[config.mk]
export PLATFORM = sky130hd
export DESIGN_NAME = ifmap_spad_writer_flat
export DESIGN_NICKNAME = d
export VERILOG_FILES = /design/src/rtl/cnn_pe_pkg.sv /design/src/rtl/ifmap_spad_writer_if.sv /design/src/rtl/ifmap_occ_counter.sv /design/src/rtl/ifmap_spad_writer.sv /design/src/flat_wrapper.sv
export SDC_FILE = /design/constraint.sdc
export NUM_CORES = 1
export LEC_CHECK = 0
export ABC_AREA = 1
export BUFFER_PORTS_ARGS = -buffer_cell sky130_fd_sc_hd__buf_2
export CAP_MARGIN = 20
export CORE_MARGIN = 2
export CORE_UTILIZATION = 40
export CTS_CLUSTER_DIAMETER = 100
export DETAILED_ROUTE_END_ITERATION = 8
export HOLD_SLACK_MARGIN = 0.15
export MAX_ROUTING_LAYER = met4
export PLACE_DENSITY = 0.69
export SETUP_SLACK_MARGIN = 0.05
export SYNTH_ARGS = -nofsm -noshare
export SYNTH_HDL_FRONTEND = slang
export SYNTH_SLANG_ARGS = --single-unit
export TNS_END_PERCENT = 50
[constraint.sdc]
create_clock -name clk -period 2.64 [get_ports clk]
set_input_delay 0.264 -clock clk [delete_from_list [all_inputs] [get_ports clk]]
set_output_delay 0.264 -clock clk [all_outputs]
set_load 0.03 [all_outputs]
[src/rtl/cnn_pe_pkg.sv]
// Shared CNN PE types and default sizing for the IFMAP scratchpad datapath.
// Pure declarations: no logic, no latency, no flow control.
package cnn_pe_pkg;

  localparam int CONFIG_BIT_DEF = 4;
  localparam int NUM_OF_REG_DEF = 16;
  localparam int DATA_WIDTH_DEF = 8;
  localparam int OCC_WIDTH_DEF  = CONFIG_BIT_DEF + 1;

  typedef enum logic [1:0] {
    IDLE  = 2'd0,
    RUN   = 2'd1,
    DRAIN = 2'd2
  } state_t;

endpackage

[src/rtl/ifmap_spad_writer_if.sv]
// IFMAP writer bundle: upstream stream, scratchpad write port, reader release and status.
// master drives the stream/release/config side; slave is the writer itself.
interface ifmap_spad_writer_if #(
  parameter int CONFIG_BIT = cnn_pe_pkg::CONFIG_BIT_DEF,
  parameter int DATA_WIDTH = cnn_pe_pkg::DATA_WIDTH_DEF
);

  logic                  start;
  logic                  in_valid;
  logic [DATA_WIDTH-1:0] in_data;
  logic                  in_last;
  logic                  in_ready;

  logic                  wr_en;
  logic [CONFIG_BIT-1:0] wr_addr;
  logic [DATA_WIDTH-1:0] wr_data;

  logic                  rel_valid;
  logic [CONFIG_BIT-1:0] rel_count;
  logic [CONFIG_BIT:0]   win_size;

  logic                  win_ready;
  logic [CONFIG_BIT:0]   occupancy;
  logic                  full;
  logic                  empty;
  logic                  done;
  logic                  err_underflow;

  modport master (
    output start, in_valid, in_data, in_last, rel_valid, rel_count, win_size,
    input  in_ready, wr_en, wr_addr, wr_data, win_ready, occupancy, full, empty,
           done, err_underflow
  );

  modport slave (
    input  start, in_valid, in_data, in_last, rel_valid, rel_count, win_size,
    output in_ready, wr_en, wr_addr, wr_data, win_ready, occupancy, full, empty,
           done, err_underflow
  );

endinterface

[src/rtl/ifmap_occ_counter.sv]
// Scratchpad occupancy up/down counter: +1 per accept, -rel_count per release, clamps at 0.
// Registered result, one cycle after the edge; underflow flag is sticky until clr or reset.
module ifmap_occ_counter #(
  parameter int CONFIG_BIT = cnn_pe_pkg::CONFIG_BIT_DEF
) (
  input  logic                  clk,
  input  logic                  rst_n,
  input  logic                  clr,
  input  logic                  inc,
  input  logic                  rel_valid,
  input  logic [CONFIG_BIT-1:0] rel_count,
  output logic [CONFIG_BIT:0]   occupancy,
  output logic                  err_underflow
);

  localparam int SW = CONFIG_BIT + 2;

  logic [SW-1:0]        rel_amt;
  logic signed [SW-1:0] occ_next;

  // One extra sign bit so an over-release shows up as a negative result.
  always_comb begin
    rel_amt  = rel_valid ? {2'b00, rel_count} : '0;
    occ_next = $signed({1'b0, occupancy}) + $signed(SW'(inc)) - $signed(rel_amt);
  end

  always_ff @(posedge clk or negedge rst_n) begin
    if (!rst_n) begin
      occupancy     <= '0;
      err_underflow <= 1'b0;
    end else if (clr) begin
      occupancy     <= '0;
      err_underflow <= 1'b0;
    end else if (occ_next < 0) begin
      occupancy     <= '0;
      err_underflow <= 1'b1;
    end else begin
      occupancy     <= occ_next[CONFIG_BIT:0];
    end
  end

endmodule

[src/rtl/ifmap_spad_writer.sv]
// IFMAP scratchpad fill: writes accepted elements into a circular register file, zero-latency write.
// in_ready = RUN && !full (independent of in_valid); window/full/empty flags lag one cycle.
module ifmap_spad_writer
  import cnn_pe_pkg::*;
#(
  parameter int CONFIG_BIT = CONFIG_BIT_DEF,
  parameter int NUM_OF_REG = NUM_OF_REG_DEF,
  parameter int DATA_WIDTH = DATA_WIDTH_DEF
) (
  input  logic                clk,
  input  logic                rst_n,
  ifmap_spad_writer_if.slave  bus
);

  localparam int OW = CONFIG_BIT + 1;
  localparam logic [OW-1:0] FULL_OCC = OW'(NUM_OF_REG);

  state_t                state;
  state_t                state_nxt;
  logic [CONFIG_BIT-1:0] wr_ptr;
  logic [OW-1:0]         occ;
  logic [OW-1:0]         win_eff;
  logic                  err;
  logic                  done_q;
  logic                  in_rdy;
  logic                  clr;
  logic                  accept;
  logic                  full_w;
  logic                  empty_w;

  assign full_w  = (occ == FULL_OCC);
  assign empty_w = (occ == '0);
  assign accept  = bus.in_valid && in_rdy;

  always_comb begin
    state_nxt = state;
    in_rdy    = 1'b0;
    clr       = 1'b0;
    case (state)
      IDLE: begin
        if (bus.start) begin
          state_nxt = RUN;
          clr       = 1'b1;
        end
      end
      RUN: begin
        in_rdy = !full_w;
        if (bus.in_valid && !full_w && bus.in_last) begin
          state_nxt = DRAIN;
        end
      end
      DRAIN: begin
        if (empty_w) begin
          state_nxt = IDLE;
        end
      end
      default: state_nxt = IDLE;
    endcase
  end

  always_ff @(posedge clk or negedge rst_n) begin
    if (!rst_n) begin
      state  <= IDLE;
      wr_ptr <= '0;
      done_q <= 1'b0;
    end else begin
      state  <= state_nxt;
      done_q <= (state == DRAIN) && empty_w;
      if (clr) begin
        wr_ptr <= '0;
      end else if (accept) begin
        wr_ptr <= wr_ptr + CONFIG_BIT'(1);
      end
    end
  end

  ifmap_occ_counter #(
    .CONFIG_BIT (CONFIG_BIT)
  ) u_occ (
    .clk           (clk),
    .rst_n         (rst_n),
    .clr           (clr),
    .inc           (accept),
    .rel_valid     (bus.rel_valid),
    .rel_count     (bus.rel_count),
    .occupancy     (occ),
    .err_underflow (err)
  );

  // A zero window would otherwise read as permanently ready.
  assign win_eff = (bus.win_size == '0) ? OW'(1) : bus.win_size;

  assign bus.in_ready      = in_rdy;
  assign bus.wr_en         = accept;
  assign bus.wr_addr       = wr_ptr;
  assign bus.wr_data       = bus.in_data;
  assign bus.occupancy     = occ;
  assign bus.full          = full_w;
  assign bus.empty         = empty_w;
  assign bus.win_ready     = (state != IDLE) && (occ >= win_eff);
  assign bus.done          = done_q;
  assign bus.err_underflow = err;

endmodule

[src/flat_wrapper.sv]
// flat-port wrapper written by rule: the top's interface ports become plain ports
module ifmap_spad_writer_flat import cnn_pe_pkg::*;
#(
  parameter int CONFIG_BIT = CONFIG_BIT_DEF,
  parameter int NUM_OF_REG = NUM_OF_REG_DEF,
  parameter int DATA_WIDTH = DATA_WIDTH_DEF
)
  (clk, rst_n, bus_start, bus_in_valid, bus_in_data, bus_in_last, bus_rel_valid, bus_rel_count, bus_win_size, bus_in_ready, bus_wr_en, bus_wr_addr, bus_wr_data, bus_win_ready, bus_occupancy, bus_full, bus_empty, bus_done, bus_err_underflow);
  ifmap_spad_writer_if #(.CONFIG_BIT(CONFIG_BIT), .DATA_WIDTH(DATA_WIDTH)) bus_i ();
  input  logic clk;
  input  logic rst_n;
  input wire logic [$bits(bus_i.start)-1:0] bus_start;
  input wire logic [$bits(bus_i.in_valid)-1:0] bus_in_valid;
  input wire logic [$bits(bus_i.in_data)-1:0] bus_in_data;
  input wire logic [$bits(bus_i.in_last)-1:0] bus_in_last;
  input wire logic [$bits(bus_i.rel_valid)-1:0] bus_rel_valid;
  input wire logic [$bits(bus_i.rel_count)-1:0] bus_rel_count;
  input wire logic [$bits(bus_i.win_size)-1:0] bus_win_size;
  output wire logic [$bits(bus_i.in_ready)-1:0] bus_in_ready;
  output wire logic [$bits(bus_i.wr_en)-1:0] bus_wr_en;
  output wire logic [$bits(bus_i.wr_addr)-1:0] bus_wr_addr;
  output wire logic [$bits(bus_i.wr_data)-1:0] bus_wr_data;
  output wire logic [$bits(bus_i.win_ready)-1:0] bus_win_ready;
  output wire logic [$bits(bus_i.occupancy)-1:0] bus_occupancy;
  output wire logic [$bits(bus_i.full)-1:0] bus_full;
  output wire logic [$bits(bus_i.empty)-1:0] bus_empty;
  output wire logic [$bits(bus_i.done)-1:0] bus_done;
  output wire logic [$bits(bus_i.err_underflow)-1:0] bus_err_underflow;
  assign bus_i.start = bus_start;
  assign bus_i.in_valid = bus_in_valid;
  assign bus_i.in_data = bus_in_data;
  assign bus_i.in_last = bus_in_last;
  assign bus_i.rel_valid = bus_rel_valid;
  assign bus_i.rel_count = bus_rel_count;
  assign bus_i.win_size = bus_win_size;
  assign bus_in_ready = bus_i.in_ready;
  assign bus_wr_en = bus_i.wr_en;
  assign bus_wr_addr = bus_i.wr_addr;
  assign bus_wr_data = bus_i.wr_data;
  assign bus_win_ready = bus_i.win_ready;
  assign bus_occupancy = bus_i.occupancy;
  assign bus_full = bus_i.full;
  assign bus_empty = bus_i.empty;
  assign bus_done = bus_i.done;
  assign bus_err_underflow = bus_i.err_underflow;
  ifmap_spad_writer #(.CONFIG_BIT(CONFIG_BIT), .NUM_OF_REG(NUM_OF_REG), .DATA_WIDTH(DATA_WIDTH)) u_core (.clk(clk), .rst_n(rst_n), .bus(bus_i));
endmodule
==> results of run 1 <==
-- final cells by class --
| class | count | area, um2 | share of cell area |
|---|---|---|---|
| clock buffers | 4 | 26.28 | 0.02147 |
| inverters | 25 | 93.84 | 0.07669 |
| multi-input cells | 87 | 580.6 | 0.4744 |
| flip-flops and latches | 13 | 325.3 | 0.2658 |
| well taps | 30 | 37.54 | 0.03067 |
| repair buffers | 31 | 160.2 | 0.1309 |
-- flip-flops by register name, indices dropped and copies added, names as in the netlist --
| signal | cells |
|---|---|
| u_core.state | 2 |
| u_core.bus.wr_addr | 4 |
| u_core.u_occ.err_underflow | 1 |
| u_core.bus.done | 1 |
| u_core.u_occ.occupancy | 5 |
-- worst min-delay path by stage --
| stage | startpoint | to | slack, ns | cells past startpoint |
|---|---|---|---|---|
| after floorplan | rst_n | u_core.bus.done | -0.03 | 0 |
| after global placement | rst_n | u_core.state[0] | 0.17 | 1 |
| after detailed placement | rst_n | u_core.bus.done | 0.17 | 1 |
| after CTS | bus_in_last | u_core.state[1] | 0.30 | 3 |
| after global routing | bus_in_last | u_core.state[1] | 0.33 | 3 |
| final | bus_in_last | u_core.state[1] | 0.32 | 3 |
-- tightest hold or removal path, stage by stage --
cell,delay (ns)
buf_2,0.11
nand3_1,0.11
o22ai_1,0.08
-- where the power goes --
| group | switching [mW] | leakage [nW] | internal [mW] |
|---|---|---|---|
| registers | 0.0601 | 0.171 | 0.264 |
| logic | 0.593 | 0.569 | 0.323 |
| clock network | 0.0684 | 0.0150 | 0.0586 |
| total | 0.721 | 0.755 | 0.646 |
-- metrics by stage --
stage,instances,cell area (um2),setup WS [ns],total power [mW],util
final,190,1224,0.3473,1.367,0.4895
after floorplan,133,1060,0.3502,1.047,-
after detailed placement,185,1187,0.3412,1.250,0.4750
after CTS,190,1224,0.3237,1.384,0.4895
after global routing,190,1224,0.1090,1.510,0.4895
after global placement,185,1187,0.4138,1.228,0.4750
-- cell usage in the layout (no fill, tap or decap) --
cell,netlist,layout
buf_2,0,30
nand2_1,29,29
inv_1,24,24
ha_1,15,15
dfrtp_1,13,13
nor2_1,11,11
nand3_1,5,5
a21oi_1,4,4
xor2_1,3,3
clkbuf_4,0,3
nand4_2,2,2
nand3_2,2,2
xnor2_1,2,2
nand4_1,2,2
nor3_1,2,2
o21ai_0,2,2
nand3b_1,2,2
nor2_4,1,1
a41o_1,1,1
nand2_2,1,1
o21bai_1,1,1
inv_2,1,1
o22ai_1,1,1
fa_1,1,1
clkbuf_1,0,1
dlygate4sd3_1,0,1
-- kinds of logic after synthesis --
family | synth area share
flops | 0.3070
simple gates | 0.2597
buf+inv | 0.1452
compound gates | 0.05078
xor+xnor | 0.04133
fa+ha+maj | 0.1960
-- routing by layer --
layer  global-route usage  up-vias  wire length (um)
met5                    -        -                 0
met2               0.2585       25              1103
met4              0.07317        0                33
met3              0.02342        6               103
met1               0.1866      423               961
li1                     -      469                 -
-- repair_timing --
item	4_1_cts	5_1_grt
gates resized for setup	0	0
hold buffers	1	0
hold endpoints to repair	13	0
==> results.md, run 1 <==
* First-pass GRT wire length at 3822 um
* CTS clock-pin slew for the worst setup and hold paths at 0.08 ns
* DR pass1 iterations at 4
* Synth top cells by count: 29 x nand2_1, 24 x inv_1, 15 x ha_1
* Routed len/inst at 11.58 um
* Vias in the first global route at 900
* Post-synth ARST share at 1.000
* Critical Path Stages at 11
* Die Wd at 55.47 um
* Initial core utilization at 0.4239
* Skew-Pair Late Insertion Delay at 0.28 ns
* Num ports at 47
* Syn Area/Cell at 7.968 um2
* Layout area overhead at 15.47%
* Power Dens Cells at 1117 mW/mm2
* Leading area contributor after synthesis: dfrtp_1
* Dominant cells by area after synthesis: dfrtp_1 31%, ha_1 18%, nand2_1 10%
* Fmax at 436.2 MHz
* Syn nets at 172
* Slew Viols, Final at 0
* #FFs+latches synth at 13
* Die ar. at 0.003077 mm2
* CTS buffer count at 3
* Postcts setup bufs at 0
* Post-Route WL at 2201 um
* Top FF cell, synth: dfrtp_1
* Critical path's slowest cell: dfrtp_1
* Maximum VDD drop at 0.4843 mV
* Min Tclk post-route at 2.293 ns
* EDFF count, synth at 0
* HPWL after DPL at 1844 um
* Worst R2R End: u_core.u_occ.occupancy[4]
* PortBufs at 30
* Count leader, synth: nand2_1
* Diodes inserted at 0
* Die Y at 55.47 um
* Routability Congestion at 0.9064
* Worst hold path type: primary input to flop
* Core box area at 0.002500 mm2
* Worst Path Required at 2.82 ns
* Via count of the routed design at 923
* Deepest clock path buffer count at 2
* Worst r2r path cells at 11
* Max_cap viols at 0
* Critical path fanouts, max at 4
* Number of H-tree levels at 1
* Relative slew slack at 0.8029
* Routed Antenna Nets at 0
* Total grt overflow at 0
* Final setup viols at 0
* Critical path class: flop to flop
* Root Buffer: clkbuf_4
* Largest net degree at the start of global routing at 14
* WP buf/inv at 2
* CP delay by family, top: adder cells
* Row Count at 18
* RSZ-0062 raised after global routing: no
* Setup TNS at 0 ns
* Worst reg2reg setup slack at 0.35 ns
* Initial DRC Count at 19
* Vias/cell at 4.858
* Worst R2R Start: u_core.u_occ.occupancy[1]
* Yosys cell types at 23
* Worst setup path end: u_core.u_occ.occupancy[4]
* Outcome: finished clean
* Final hold vios at 0
* CTS tree: yes
* Pin slew with the least headroom to its limit at 0.2949 ns
* Top-area cell type share of the netlist area at 0.3070
* Mapped Cells at 133
* Nature of the critical path endpoint: flop
* Yosys warns at 0
* Crit. Startpoint: u_core.u_occ.occupancy[1]
* Slowest cell delay on critical path at 0.43 ns
* Share of cells above drive strength 1 at 0.2500
* Setup crit start kind: flop
* Cell area after synthesis at 0.001060 mm2
* Overall global routing resource usage at 0.1564
* Total clock sinks at 13
* CP Cell Sequence: nor2_1 > nand4_2 > nand3_2 > ha_1 > inv_1 > ha_1 > inv_1 > fa_1 > o21ai_0 > xnor2_1 > nor2_1
* Period utilization at 0.8684
* CP arrival at 2.47 ns
* Seq/Total Area, Yosys at 0.3070
* Skew final at 0.004604 ns
* Hold WS at 0.3171 ns
* # nets final at 200
* Initial antenna violation count at 0
* Lkg Pwr at 0.7550 nW
* DRC errors left at 0
* FILL cells at 254
Note: power is estimated with default switching activity, not from simulation.
==> inputs of run 2 (changes only) <==
--- a/config.mk
+++ b/config.mk
@@ -12,8 +12,8 @@
 export CORE_UTILIZATION = 40
 export CTS_CLUSTER_DIAMETER = 100
 export DETAILED_ROUTE_END_ITERATION = 8
+export GPL_TIMING_DRIVEN = 0
 export HOLD_SLACK_MARGIN = 0.15
-export MAX_ROUTING_LAYER = met4
 export PLACE_DENSITY = 0.69
 export SETUP_SLACK_MARGIN = 0.05
 export SYNTH_ARGS = -nofsm -noshare
==> run 2 against run 1 <==
Against the previous run: non-clock buffer count increased by 16; combinational power increased by 3.5%; clock power decreased by 6%; power increased by 1.7%.
==> results.md, run 2 (synthesis results as in run 1) <==
* Critical path fanouts, max at 4
* Deepest clock path buffer count at 2
* Commonest non-fill, non-tap cells in the layout: 38 x buf_2, 29 x nand2_1, 24 x inv_1
* Die ar. at 0.003077 mm2
* Vias/cell at 4.718
* Row Count at 18
* DRC errors left at 0
* CTS buffer count at 3
* Lkg Pwr at 0.8249 nW
* Initial core utilization at 0.4239
* Fmax at 419.4 MHz
* Critical path class: flop to flop
* Nature of the critical path endpoint: flop
* Overall global routing resource usage at 0.1607
* CTS clock-pin slew for the worst setup and hold paths at 0.07 ns
* Setup TNS at 0 ns
* Commonest non-fill, non-tap cell in the layout: buf_2
* Diodes inserted at 0
* Routability Congestion at 0.8572
* Worst Path Required at 2.80 ns
* Outcome: finished clean
* Initial antenna violation count at 0
* Num ports at 47
* Slew Viols, Final at 0
* CP Cell Sequence: nor2_1 > nand4_2 > nand3_2 > ha_1 > inv_1 > ha_1 > inv_1 > fa_1 > o21ai_0 > xnor2_1 > nor2_1
* PortBufs at 38
* Die Y at 55.47 um
* Max reg flops at 5
* FILL cells at 256
* Via count of the routed design at 972
* CP arrival at 2.54 ns
* Max_cap viols at 0
* RSZ-0062 raised after global routing: no
* Postcts setup bufs at 0
* Relative slew slack at 0.8054
* Number of H-tree levels at 1
* Post-CTS resize count at 0
* Root Buffer: clkbuf_4
* Power Dens Cells at 1051 mW/mm2
* Vias in the first global route at 966
* Cts hold-fix bufs at 1
* Worst hold path type: primary input to flop
* Maximum VDD drop at 0.5467 mV
* Final cell count without fillers at 206
* Core box area at 0.002500 mm2
* Skew-Pair Late Insertion Delay at 0.27 ns
* Post-Route WL at 2216 um
* Largest net degree at the start of global routing at 14
* Final setup viols at 0
* Total clock sinks at 13
* Skew final at 0.003700 ns
* Initial DRC Count at 14
* Min Tclk post-route at 2.384 ns
* Post-Place Cells at 201
* Die Wd at 55.47 um
* Biggest register: u_core.u_occ.occupancy
* Setup crit start kind: flop
* Critical path's slowest cell: dfrtp_1
* Final hold vios at 0
* HPWL after DPL at 1847 um
* Period utilization at 0.9031
* First-pass GRT wire length at 4043 um
* Layout area overhead at 24.91%
* Total grt overflow at 0
* # nets final at 216
* Share of cells above drive strength 1 at 0.3182
* Routed len/inst at 10.76 um
* DR pass1 iterations at 4
* Pin slew with the least headroom to its limit at 0.2920 ns
* CTS tree: yes
* Slowest cell delay on critical path at 0.42 ns
* Routed Antenna Nets at 0
run 2: cell types whose count changed in the layout (fill, tap and decap cells not counted), sizes merged:
cell	change
buf	+16
run 2: critical path: cells and delay by family (launching register included):
family | cells | cell delay (ns)
flops | 1 | 0.42
buf+inv | 2 | 0.11
simple gates | 4 | 0.54
xor+xnor | 1 | 0.16
compound gates | 1 | 0.27
fa+ha+maj | 3 | 0.77
run 2: area by class of cell:
class                      instances  area (um2)  share of cell area
multi-input combinational         87       580.6              0.4386
sequential                        13       325.3              0.2457
tap                               30       37.54             0.02836
inverter                          25       93.84             0.07089
timing repair buffer              39       200.2              0.1512
buffer                             8       60.06             0.04537
clock buffer                       4       26.28             0.01985
run 2: worst paths after layout:
kind | start | end | slack (ns) | cells after the start
worst max-delay path | u_core.u_occ.occupancy[3] | u_core.u_occ.occupancy[4] | 0.26 | 11
worst min-delay path | bus_in_last | u_core.state[1] | 0.30 | 3
worst max register to register | u_core.u_occ.occupancy[3] | u_core.u_occ.occupancy[4] | 0.26 | 11
worst min register to register | u_core.bus.wr_addr[3] | u_core.bus.wr_addr[3] | 0.53 | 2
max in group asynchronous | rst_n | u_core.u_occ.occupancy[4] | 2.01 | 2
min in group asynchronous | rst_n | u_core.bus.wr_addr[3] | 0.40 | 2
run 2: routing by layer:
| metal | global-route usage | up-vias | part of all wire |
|---|---|---|---|
| li1 | - | 505 | - |
| met1 | 0.1728 | 436 | 0.42 |
| met2 | 0.3061 | 31 | 0.51 |
| met3 | 0.05621 | 0 | 0.062 |
| met4 | 0.02091 | 0 | 0 |
| met5 | 0 | - | 0 |
run 2: power breakdown:
| group | switching (mW) | internal [mW] |
|---|---|---|
| registers | 0.0596 | 0.264 |
| clock network | 0.0602 | 0.0585 |
| logic | 0.614 | 0.335 |
| total | 0.733 | 0.657 |
run 2: metrics by stage:
stage          hold slack [ns]  utilization  area, um2  power, mW  setup slack [ns]
2_1_floorplan         -0.03159            -       1060      1.047            0.3502
3_3_place_gp            0.1625       0.5150       1287      1.252            0.3024
3_5_place_dp            0.1623       0.5150       1287      1.276            0.2775
4_1_cts                 0.2899       0.5295       1324      1.407            0.2591
5_1_grt                 0.3069       0.5295       1324      1.538           0.07782
6_report                0.3007       0.5295       1324      1.391            0.2557
==> inputs of run 3 (changes only) <==
--- a/config.mk
+++ b/config.mk
@@ -8,6 +8,7 @@
 export ABC_AREA = 1
 export BUFFER_PORTS_ARGS = -buffer_cell sky130_fd_sc_hd__buf_2
 export CAP_MARGIN = 20
+export CORE_ASPECT_RATIO = 2
 export CORE_MARGIN = 2
 export CORE_UTILIZATION = 40
 export CTS_CLUSTER_DIAMETER = 100
==> run 3 against run 2 <==
Against the previous run: power is 4.8% higher; highest routed layer is now met4; critical path depth stayed put; largest cell class unchanged; die area is 0.81% higher; wire length is 1.8% higher.
==> results.md, run 3 (synthesis results as in run 1) <==
* Routability Congestion at 0.8618
* Die ar. at 0.003102 mm2
* Pin slew with the least headroom to its limit at 0.2925 ns
* Critical path's slowest cell: dfrtp_1
* Initial core utilization at 0.4177
* Max reg flops at 5
* Slew Viols, Final at 0
* Min Tclk post-route at 2.415 ns
* Setup TNS at 0 ns
* Clk pwr share at 0.121
* Period utilization at 0.9149
* Biggest register: u_core.u_occ.occupancy
* Critical path fanouts, max at 4
* Total grt overflow at 0
* Vias/cell at 4.789
* Core box area at 0.002537 mm2
* Fmax at 414.0 MHz
* Skew final at 0.002567 ns
* Routed Antenna Nets at 0
* Critical path class: flop to flop
* Relative slew slack at 0.8050
* Via count of the routed design at 977
* Num ports at 47
* Root Buffer: clkbuf_8
* Multi-input gate area in the final layout at 580.6 um2
* Commonest non-fill, non-tap cell in the layout: buf_2
* Total clock sinks at 13
* Outcome: finished clean
* Post-Place Cells at 199
* Final hold vios at 0
* Skew-Pair Late Insertion Delay at 0.24 ns
* Row Count at 26
* CP Cell Sequence: nor2_1 > nand4_2 > nand3_2 > ha_1 > inv_1 > ha_1 > inv_1 > fa_1 > o21ai_0 > xnor2_1 > nor2_1
* Nature of the critical path endpoint: flop
* Net Sw Power at 751.7 uW
* Die Y at 76.79 um
* Power Dens Cells at 1088 mW/mm2
* Final cell count without fillers at 204
* Largest net degree at the start of global routing at 14
* Worst Path Required at 2.76 ns
* Maximum VDD drop at 0.5052 mV
* Layout area overhead at 26.45%
* Worst hold path type: primary input to flop
* Number of H-tree levels at 1
* Part of the power in registers at 0.222
* Post-Route WL at 2256 um
* Commonest non-fill, non-tap cells in the layout: 38 x buf_2, 29 x nand2_1, 24 x inv_1
* CTS clock-pin slew for the worst setup and hold paths at 0.06 ns
* Max_cap viols at 0
* Share of cells above drive strength 1 at 0.3182
* Overall global routing resource usage at 0.1668
* Slowest cell delay on critical path at 0.42 ns
* Final setup viols at 0
* Hold WS at 0.3338 ns
* PortBufs at 38
* Post-CTS resize count at 0
* Vias in the first global route at 950
* DR pass1 iterations at 4
* Deepest clock path buffer count at 2
* Int Power at 705.7 uW
* HPWL after DPL at 1910 um
* Setup crit start kind: flop
* CTS buffer count at 3
* FILL cells at 258
* Die Wd at 40.40 um
* Initial DRC Count at 16
* CP arrival at 2.54 ns
* Lkg Pwr at 0.8326 nW
* DRC errors left at 0
* Postcts setup bufs at 0
* Initial antenna violation count at 0
* RSZ-0062 raised after global routing: no
* Combinational power share at 0.657
* Net Sw Frac at 0.5158
* CTS tree: yes
* First-pass GRT wire length at 3698 um
* # nets final at 216
* Diodes inserted at 0
* Register Area at 325.3 um2
* Routed len/inst at 11.06 um
run 3: changes by cell type in the layout (fill, tap and decap cells not counted):
cell      change
clkbuf_4      -3
clkbuf_8      +3
run 3: path summary, 6_finish.rpt:
check,from,to,slack (ns),cells past startpoint
max in group asynchronous,rst_n,u_core.state[0],1.97,2
min in group asynchronous,rst_n,u_core.bus.wr_addr[0],0.44,2
setup reg to reg,u_core.u_occ.occupancy[3],u_core.u_occ.occupancy[4],0.22,11
setup / recovery,u_core.u_occ.occupancy[3],u_core.u_occ.occupancy[4],0.22,11
hold reg to reg,u_core.bus.wr_addr[1],u_core.bus.wr_addr[1],0.53,2
hold / removal,bus_in_last,u_core.state[1],0.33,3
run 3: power by group through the flow:
stage               sequential (mW)  clock (mW)  combinational [mW]
floorplan                     0.413           0               0.635
global placement              0.326           0               0.939
detailed placement            0.329           0               0.960
CTS                           0.326       0.179               0.965
global route                  0.335       0.191                1.06
finish                        0.323       0.177               0.957
run 3: final cells by class:
| class | count | share of cell area |
|---|---|---|
| Inverter | 25 | 0.07003 |
| Clock buffer | 4 | 0.03361 |
| Timing Repair Buffer | 39 | 0.1494 |
| Multi-Input combinational cell | 87 | 0.4332 |
| Buffer | 8 | 0.04482 |
| Tap cell | 28 | 0.02614 |
| Sequential cell | 13 | 0.2428 |
run 3: what timing repair did:
action	CTS	global route
endpoints found under the hold margin	13	0
endpoints found under the setup margin	0	0
hold buffers	1	0
run 3: metrics by stage:
stage	area [um2]	setup WS [ns]	utilization	power (mW)
after floorplan	1060	0.3502	-	1.047
after global placement	1285	0.2401	0.5064	1.265
after detailed placement	1285	0.2450	0.5064	1.289
after CTS	1340	0.2343	0.5281	1.470
after global routing	1340	0.07065	0.5281	1.588
final	1340	0.2246	0.5281	1.457
run 3: worst max-delay path, delay by kind of cell, from the launching register on:
| family | cells | cell delay (ns) |
|---|---|---|
| flops | 1 | 0.42 |
| fa+ha+maj | 3 | 0.78 |
| xor+xnor | 1 | 0.18 |
| buf+inv | 2 | 0.12 |
| compound gates | 1 | 0.23 |
| simple gates | 4 | 0.57 |
run 3: per-layer routing:
metal | routed length [um] | GRT usage
met1 | 808 | 0.1484
met5 | 0 | 0
met3 | 124 | 0.02601
met2 | 1261 | 0.3095
met4 | 61 | 0.08667
